`config.mk`:
```
export PLATFORM = sky130hd
export DESIGN_NAME = pipe_ctrl
export DESIGN_NICKNAME = d
export VERILOG_FILES = /design/src/rtl/pipe_ctrl_pkg.sv /design/src/rtl/pipe_ctrl_wdog.sv /design/src/rtl/pipe_ctrl.sv
export SDC_FILE = /design/constraint.sdc
export NUM_CORES = 1
export LEC_CHECK = 0
export BUFFER_PORTS_ARGS = -buffer_cell sky130_fd_sc_hd__buf_2
export CORE_ASPECT_RATIO = 1.2
export CORE_MARGIN = 3
export CORE_UTILIZATION = 44
export DETAILED_ROUTE_END_ITERATION = 6
export GPL_TIMING_DRIVEN = 0
export PLACE_DENSITY_LB_ADDON = 0.25
export SLEW_MARGIN = 25
export SYNTH_ARGS = -nofsm -noshare
export SYNTH_HDL_FRONTEND = slang
export SYNTH_SLANG_ARGS = --single-unit
```
`constraint.sdc`:
```
create_clock -name clk -period 2.2 [get_ports clk]
set_input_delay 0.33 -clock clk [delete_from_list [all_inputs] [get_ports clk]]
set_output_delay 0.33 -clock clk [all_outputs]
set_load 0.02 [all_outputs]
```
`src/rtl/pipe_ctrl_pkg.sv`:
```
// Shared definitions for the pipeline sequencer: stall vectors, FSM states,
// and small helpers used by pipe_ctrl and its watchdog.
package pipe_ctrl_pkg;

  localparam logic        NO_STOP   = 1'b0;
  localparam logic [31:0] ZERO_WORD = 32'h0000_0000;

  // Bit 0 = pc ... bit 5 = wb; a set bit holds that stage.
  localparam logic [5:0] STALL_NONE = 6'b000000;
  localparam logic [5:0] STALL_ID   = 6'b000111;
  localparam logic [5:0] STALL_EX   = 6'b001111;
  localparam logic [5:0] STALL_MEM  = 6'b011111;

  typedef enum logic [1:0] {
    ST_RUN    = 2'd0,
    ST_ACCEPT = 2'd1,
    ST_FLUSH  = 2'd2
  } state_e;

  function automatic logic [5:0] stall_arb(input logic id, input logic ex, input logic mem);
    logic [5:0] s;
    s = STALL_NONE;
    if (mem)     s = STALL_MEM;
    else if (ex) s = STALL_EX;
    else if (id) s = STALL_ID;
    return s;
  endfunction

  function automatic logic [31:0] align_vec(input logic [31:0] v);
    return {v[31:2], 2'b00};
  endfunction

endpackage

```
`src/rtl/pipe_ctrl_wdog.sv`:
```
// Stall watchdog: counts consecutive stalled RUN cycles and pulses fire_o
// once the count reaches STALL_TIMEOUT-1 with the pipeline still stalled.
module pipe_ctrl_wdog
  import pipe_ctrl_pkg::*;
#(
  parameter int unsigned STALL_TIMEOUT = 1024
) (
  input  logic clk,
  input  logic rst,
  input  logic run_i,
  input  logic stall_pc_i,
  input  logic event_i,
  output logic fire_o
);

  localparam int CW = (STALL_TIMEOUT > 1) ? $clog2(STALL_TIMEOUT) : 1;
  localparam logic [CW-1:0] LAST = CW'(STALL_TIMEOUT - 1);

  logic [CW-1:0] cnt_q, cnt_d;
  logic          stalled;

  assign stalled = run_i && (stall_pc_i != NO_STOP);

  // A real trap or mret in the same cycle takes precedence and swallows the fire.
  assign fire_o = stalled && !event_i && (cnt_q == LAST);

  always_comb begin
    cnt_d = cnt_q + CW'(1);
    if (!stalled || event_i || fire_o) cnt_d = '0;
  end

  always_ff @(posedge clk) begin
    if (rst) cnt_q <= '0;
    else     cnt_q <= cnt_d;
  end

endmodule

```
`src/rtl/pipe_ctrl.sv`:
```
// Pipeline sequencer: stall arbitration plus trap/mret flush-and-redirect FSM.
// Optional stall watchdog is built when PIPE_CTRL_STALL_WDOG_EN is defined.
module pipe_ctrl
  import pipe_ctrl_pkg::*;
#(
  parameter int unsigned FLUSH_CYCLES  = 1,
  parameter int unsigned STALL_TIMEOUT = 1024
) (
  input  logic        clk,
  input  logic        rst,
  input  logic        stallreq_id,
  input  logic        stallreq_ex,
  input  logic        stallreq_mem,
  input  logic        trap_req,
  input  logic        mret_req,
  input  logic [31:0] mtvec,
  input  logic [31:0] mepc,
  output logic [5:0]  stall,
  output logic        flush,
  output logic [31:0] new_pc,
  output logic        pc_redirect,
  output logic        busy,
  output logic        wdog_fire
);

  state_e      state_q;
  logic [2:0]  flush_cnt_q;
  logic        flush_q, redirect_q, busy_q;
  logic [31:0] new_pc_q;

  logic        in_run;
  logic [5:0]  stall_req;
  logic        wdog_fire_w;
  logic        accept;
  logic [31:0] target;

  assign in_run    = (state_q == ST_RUN) && !rst;
  assign stall_req = stall_arb(stallreq_id, stallreq_ex, stallreq_mem);

`ifdef PIPE_CTRL_STALL_WDOG_EN
  pipe_ctrl_wdog #(
    .STALL_TIMEOUT(STALL_TIMEOUT)
  ) u_wdog (
    .clk       (clk),
    .rst       (rst),
    .run_i     (in_run),
    .stall_pc_i(stall_req[0]),
    .event_i   (trap_req || mret_req),
    .fire_o    (wdog_fire_w)
  );
`else
  assign wdog_fire_w = 1'b0 & (STALL_TIMEOUT != 0);
`endif

  assign accept = in_run && (trap_req || mret_req || wdog_fire_w);
  assign target = (trap_req || !mret_req) ? align_vec(mtvec) : mepc;

  // Acceptance cycle freezes MEM and bubbles WB so the faulting op never commits.
  always_comb begin
    stall = STALL_NONE;
    if (accept)      stall = STALL_MEM;
    else if (in_run) stall = stall_req;
  end

  assign flush       = flush_q;
  assign pc_redirect = redirect_q;
  assign busy        = busy_q;
  assign new_pc      = new_pc_q;
  assign wdog_fire   = wdog_fire_w;

  always_ff @(posedge clk) begin
    if (rst) begin
      state_q     <= ST_RUN;
      flush_cnt_q <= 3'd0;
      flush_q     <= 1'b0;
      redirect_q  <= 1'b0;
      busy_q      <= 1'b0;
      new_pc_q    <= ZERO_WORD;
    end else begin
      case (state_q)
        ST_RUN: begin
          if (accept) begin
            state_q     <= ST_ACCEPT;
            flush_cnt_q <= 3'd1;
            flush_q     <= 1'b1;
            redirect_q  <= 1'b1;
            busy_q      <= 1'b1;
            new_pc_q    <= target;
          end
        end
        ST_ACCEPT, ST_FLUSH: begin
          redirect_q <= 1'b0;
          // flush_cnt_q counts flush cycles already shown, ACCEPT included.
          if (flush_cnt_q >= 3'(FLUSH_CYCLES)) begin
            state_q     <= ST_RUN;
            flush_cnt_q <= 3'd0;
            flush_q     <= 1'b0;
            busy_q      <= 1'b0;
          end else begin
            state_q     <= ST_FLUSH;
            flush_cnt_q <= flush_cnt_q + 3'd1;
          end
        end
        default: state_q <= ST_RUN;
      endcase
    end
  end

endmodule

```
==> results of run 1 <==
layer usage:
metal  part of all wire [%]  vias to the layer above
li1                       -                     1014
met1                     40                      959
met2                     51                       80
met3                    7.9                        5
met4                   0.97                        0
met5                      0                        -
cells by family (layout without fill, tap and decap cells):
group | count (synthesis) | in the layout | share of synthesized area (%)
AO/OA/AOI/OAI | 77 | 77 | 28.76
flip-flops | 39 | 39 | 39.27
buffers and inverters | 35 | 149 | 8.119
multiplexers | 32 | 32 | 16.17
AND/OR/NAND/NOR | 19 | 19 | 4.972
adder cells (fa/ha/maj) | 4 | 4 | 2.517
other | 1 | 2 | 0.1886
through the flow:
stage                     setup WS (ns)  TNS [ns]  cell area (sq um)  utilization, %
after floorplan                  0.1321         0               1992               -
after global routing           0.005548         0               2735           63.69
after CTS                       0.05217         0               2721           63.37
final                            0.1138         0               2735           63.69
after detailed placement        -0.1149   -0.2256               2597           60.49
after global placement         -0.07125   -0.1421               2597           60.49
cells in the mapped netlist:
| cell type | number |
|---|---|
| dfxtp_1 | 39 |
| mux2i_1 | 31 |
| o211ai_1 | 30 |
| o31ai_1 | 30 |
| clkbuf_1 | 10 |
| inv_1 | 8 |
| nor2_1 | 7 |
| buf_2 | 6 |
| buf_4 | 6 |
| buf_1 | 5 |
| a21oi_1 | 4 |
| ha_1 | 4 |
| a32oi_1 | 2 |
| nand2_1 | 2 |
| nand2b_1 | 2 |
| nor2b_1 | 2 |
| nor3_1 | 2 |
| o21ai_0 | 2 |
| a2111oi_0 | 1 |
| a2111oi_1 | 1 |
| a31oi_1 | 1 |
| a41o_1 | 1 |
| conb_1 | 1 |
| mux2_2 | 1 |
| nand3_1 | 1 |
| o21ai_1 | 1 |
| o21ba_2 | 1 |
| o22ai_1 | 1 |
| o32ai_1 | 1 |
| o41ai_1 | 1 |
| or2_2 | 1 |
| or4_1 | 1 |
| or4_4 | 1 |
registers in the layout (all words and copies together), names as in the netlist:
register	count
pc_redirect	1
new_pc	32
busy	1
state_q	2
flush_cnt_q	3
worst max-delay path, cell delays in order, from the launching register on:
cell and delay [ns]:
dfxtp_1 0.34, inv_1 0.07, ha_2 0.25, nand2b_1 0.08
clkbuf_4 0.24, a31oi_4 0.20, buf_4 0.13, buf_2 0.15
what timing repair did:
| item | in CTS | in global routing |
|---|---|---|
| hold endpoints to repair | 0 | 0 |
| gates resized for setup | 3 | 3 |
| endpoints found under the setup margin | 5 | 2 |
worst min path at each step:
stage / to / slack [ns]
3_5_place_dp: new_pc[15] / 0.48
4_1_cts: new_pc[1] / 0.30
3_3_place_gp: new_pc[1] / 0.47
6_report: new_pc[0] / 0.31
2_1_floorplan: state_q[0] / 0.46
5_1_grt: new_pc[1] / 0.30
where the power goes:
| group | internal [uW] | switching, uW | total, uW |
|---|---|---|---|
| registers | 797 | 52.0 | 849 |
| clock network | 367 | 251 | 618 |
| logic | 259 | 401 | 660 |
| total | 1420 | 704 | 2130 |
layout make-up:
type | count | area (sq um)
clock buffer | 6 | 82.58
clock inverter | 2 | 35.03
timing repair buffer | 107 | 535.5
tap | 56 | 70.07
multi-input combinational | 134 | 1070
fill | 415 | 1559
buffer | 26 | 131.4
sequential | 39 | 780.7
inverter | 8 | 30.03
==> impl_metrics.py, run 1 <==
metrics = {
    "status": {
        "outcome": "complete, no violations",
    },
    "critical_path": {
        "setup.worst_path.end": "stall[1]",
        "startpoint": "state_q[1]",
        "critical_path.max_fanout": 19,
        "required_ns": 1.87,
        "critPathLaunchType": "register",
        "r2r.worst_path.cells": 6,
        "cp-end-kind": "output pin",
        "crit_type": "register to output pin",
        "critical_path_arrival_ns": 1.76,
        "regToRegEndpoint": "flush_cnt_q[2]",
        "r2r_start": "state_q[1]",
        "ff2ff_setup_slack_ns": 0.44,
    },
    "drt": {
        "vias_per_cell": 5.444,
        "vias": 2058,
        "routed_wl_mm": 5.446,
        "wl_per_cell_um": 14.41,
        "drc": 0,
        "ant_nets": 0,
        "drt_pass1_iterations": 4,
        "drtIter0Drc": 147,
    },
    "global_route": {
        "grt_antenna_before_repair": 0,
        "grt_use_total_pct": 20.70,
        "grt_pass1_vias": 1886,
        "grt_pass1_wl_mm": 8.556,
        "grt_max_degree": 20,
        "use_met3_pct": 5.493,
        "grt_use_met2_pct": 36.97,
        "grt-ovfl-total": 0,
        "grt_use_met1_pct": 23.56,
        "grt.busiest_layer": "met2",
    },
    "logic_synthesis": {
        "syn_inst": 207,
        "yosys.area.top_type_share_pct": 39.27,
        "ys_seq_elements": 39,
        "syn_area_sq_um": 1988,
        "syn_area_per_cell_sq_um": 9.605,
        "yosys.cell_types.count": 33,
        "seq_area_frac_synth_pct": 39.27,
        "synth_top_area_cell": "dfxtp_1",
        "yosysWarningCount": 0,
        "synthTopCellsByArea": "dfxtp_1 39%, mux2i_1 16%, o211ai_1 11%",
    },
    "clocking": {
        "cts_root_buffer": "clkbuf_8",
        "cts_tree": "yes",
        "cts.sinks": 39,
        "cts.htree.levels": 2,
        "postCtsSetupBuffers": 0,
        "clk-insertion-delay-late_ns": 0.29,
        "cts_buffer_depth": 2,
        "cts_hold_buf": 0,
        "path_clk_slew_ns": 0.08,
        "numCtsBuffers": 5,
    },
    "power_and_ir_drop": {
        "power.density_nw_per_um2": 777.6,
        "leakagePower_uw": 0.001256,
        "total_power_uw": 2127,
        "worst_ir_drop_vdd_v": 0.0003955,
    },
    "final_layout": {
        "diodes": 0,
        "area_growth_syn_to_layout_pct": 37.57,
        "layout_common_cells": "112 x buf_2, 39 x dfxtp_1, 31 x mux2i_1, 30 x o211ai_1, 30 x o31ai_1",
        "layout_commonest_cell": "buf_2",
        "drive_gt1_share_pct": 41.93,
        "instances_no_fill": 378,
        "nNetsFinal": 396,
    },
    "sta": {
        "finalCritPeriodShare_pct": 94.83,
        "drv_slew": 0,
        "min_period_ns": 2.086,
        "hold_violations": 0,
        "maxSlewHeadroom_pct": 64.27,
        "fin_skew_ns": 0.003822,
        "fin_hold_ws_ns": 0.3073,
        "max_freq_ghz": 0.4793,
        "rsz0062_at_grt": "no",
        "setup_viol": 0,
        "worst_pin_slew_ns": 0.5290,
    },
    "flow_run": {
        "cap_violations": 0,
    },
    "floorplanning": {
        "io_pins": 113,
        "dieArea_sq_um": 5365,
        "core_sq_um": 4294,
        "rows": 26,
        "die_h_um": 79.64,
        "initial_core_util_pct": 46.30,
        "die-width_um": 67.37,
    },
    "min_path": {
        "min_path_cells": 3,
        "min_from": "mepc[0]",
        "hold_class": "primary input to register",
    },
    "place": {
        "dp_hpwl_mm": 4.133,
        "io_buffers": 107,
        "place_congestion": 0.7219,
        "dp.cells": 371,
    },
}
Power figures use the tool's default switching activity.
==> run 2, diff against run 1 <==
- CORE_MARGIN: 3 -> 1
- CORE_UTILIZATION: 44 -> 47
- clock period: 2.2 -> 2.7 ns (I/O delays scaled with it)
==> run 2 against run 1 <==
  * Global-route usage grew 3.9 points
  * Sequential cell count is the same
  * Clock skew grew 0.0036 ns
  * Sequential share of layout area grew 0.078 points
  * Total power shrank 15%
  * Critical path depth is the same
  * Clock power shrank 4.9%
  * Cell count shrank 0.53%
  * Hold slack gained 0.062 ns
  * Critical path type is now primary input to output pin
  * Critical endpoint is now stall[2]
  * Largest cell class unchanged
==> impl_metrics.py, run 2 (synthesis results as in run 1) <==
metrics = {
    "final_layout": {
        "layout_commonest_cell": "buf_2",
        "diodes": 0,
        "drive_gt1_share_pct": 40.68,
        "nNetsFinal": 396,
        "fin_util_pct": 68.13,
        "area_growth_syn_to_layout_pct": 37.19,
        "largest_reg_flops": 32,
        "layout_common_cells": "113 x buf_2, 39 x dfxtp_1, 31 x mux2i_1, 30 x o211ai_1, 30 x o31ai_1",
        "instances_no_fill": 376,
    },
    "place": {
        "io_buffers": 107,
        "dp_hpwl_mm": 3.833,
        "dp.cells": 369,
        "dp_slack_ns": 0.2776,
        "place_congestion": 0.7193,
    },
    "floorplanning": {
        "die_h_um": 73.25,
        "core_sq_um": 4004,
        "initial_core_util_pct": 49.66,
        "io_pins": 113,
        "rows": 25,
        "die-width_um": 61.37,
        "dieArea_sq_um": 4495,
    },
    "drt": {
        "ant_nets": 0,
        "drc": 0,
        "vias": 2075,
        "drt_pass1_iterations": 4,
        "drtIter0Drc": 100,
        "wl_per_cell_um": 13.78,
        "routed_wl_mm": 5.181,
        "vias_per_cell": 5.519,
    },
    "clocking": {
        "path_clk_slew_ns": 0.08,
        "cts_tree": "yes",
        "cts_buffer_depth": 2,
        "cts.htree.levels": 2,
        "cts_hold_buf": 0,
        "cts.sinks": 39,
        "clk-insertion-delay-late_ns": 0.30,
        "numCtsBuffers": 5,
        "postCtsSetupBuffers": 0,
        "post_cts_resized": 0,
        "cts_root_buffer": "clkbuf_8",
    },
    "sta": {
        "setup-tns-final_ns": 0,
        "setup_viol": 0,
        "fin_skew_ns": 0.007375,
        "finalCritPeriodShare_pct": 89.78,
        "max_freq_ghz": 0.4125,
        "drv_slew": 0,
        "min_period_ns": 2.424,
        "fin_ws_ns": 0.2760,
        "rsz0062_at_grt": "no",
        "hold_violations": 0,
    },
    "status": {
        "outcome": "complete, no violations",
    },
    "power_and_ir_drop": {
        "power.density_nw_per_um2": 662.6,
        "worst_ir_drop_vdd_v": 0.0004148,
        "leakagePower_uw": 0.001255,
    },
    "global_route": {
        "grt_pass1_wl_mm": 8.280,
        "grt_max_degree": 14,
        "grt_pass1_vias": 1884,
        "grt_antenna_before_repair": 0,
        "grt-ovfl-total": 0,
        "grt_use_total_pct": 24.63,
    },
    "critical_path": {
        "critPathLaunchType": "primary input",
        "required_ns": 2.30,
        "cp-end-kind": "output pin",
        "critical_path_arrival_ns": 2.02,
        "crit_type": "primary input to output pin",
        "critical_path.max_fanout": 10,
    },
    "min_path": {
        "hold_class": "primary input to register",
    },
    "flow_run": {
        "cap_violations": 0,
    },
}
[run 2: metal layers]
metal / global-route usage (%) / vias up / routed length, um
met2: 43.48 / 96 / 2584
met4: 8.148 / 0 / 78
li1: - / 1009 / -
met3: 6.206 / 7 / 417
met1: 28.32 / 963 / 2099
met5: 0 / - / 0
[run 2: stage by stage]
| step | instance area [sq um] | hold WS (ns) | power (uW) |
|---|---|---|---|
| after floorplan | 1992 | 0.4563 | 1045 |
| after global placement | 2595 | 0.4705 | 1220 |
| after detailed placement | 2595 | 0.4769 | 1231 |
| after CTS | 2731 | 0.3670 | 1815 |
| after global routing | 2728 | 0.3827 | 1901 |
| final | 2728 | 0.3690 | 1807 |
[run 2: cell type report]
cell class,count,area (sq um)
buffer,26,127.6
clock buffer,5,68.82
clock inverter,3,67.56
fill,370,1276
inverter,8,30.03
multi-input combinational,134,1050
sequential,39,780.7
tap,54,67.56
timing repair buffer,107,535.5
[run 2: path summary, 6_finish.rpt]
kind | end | cells past startpoint | start | slack, ns
setup / recovery | stall[2] | 7 | mret_req | 0.28
hold / removal | new_pc[0] | 3 | mepc[0] | 0.37
setup reg to reg | new_pc[10] | 6 | state_q[1] | 0.83
hold reg to reg | new_pc[30] | 2 | new_pc[30] | 0.49
[run 2: where the power goes]
group          total, uW  switching [uW]  internal (uW)  leakage [uW]
clock                588             219            369     0.0000644
combinational        527             322            206      0.000869
sequential           692            43.0            649      0.000322
[run 2: worst max-delay path, cell delays in order]
cell,delay (ns)
buf_2,0.12
nor2_1,0.31
clkbuf_1,0.42
buf_2,0.30
a31oi_1,0.15
buf_4,0.16
buf_2,0.15
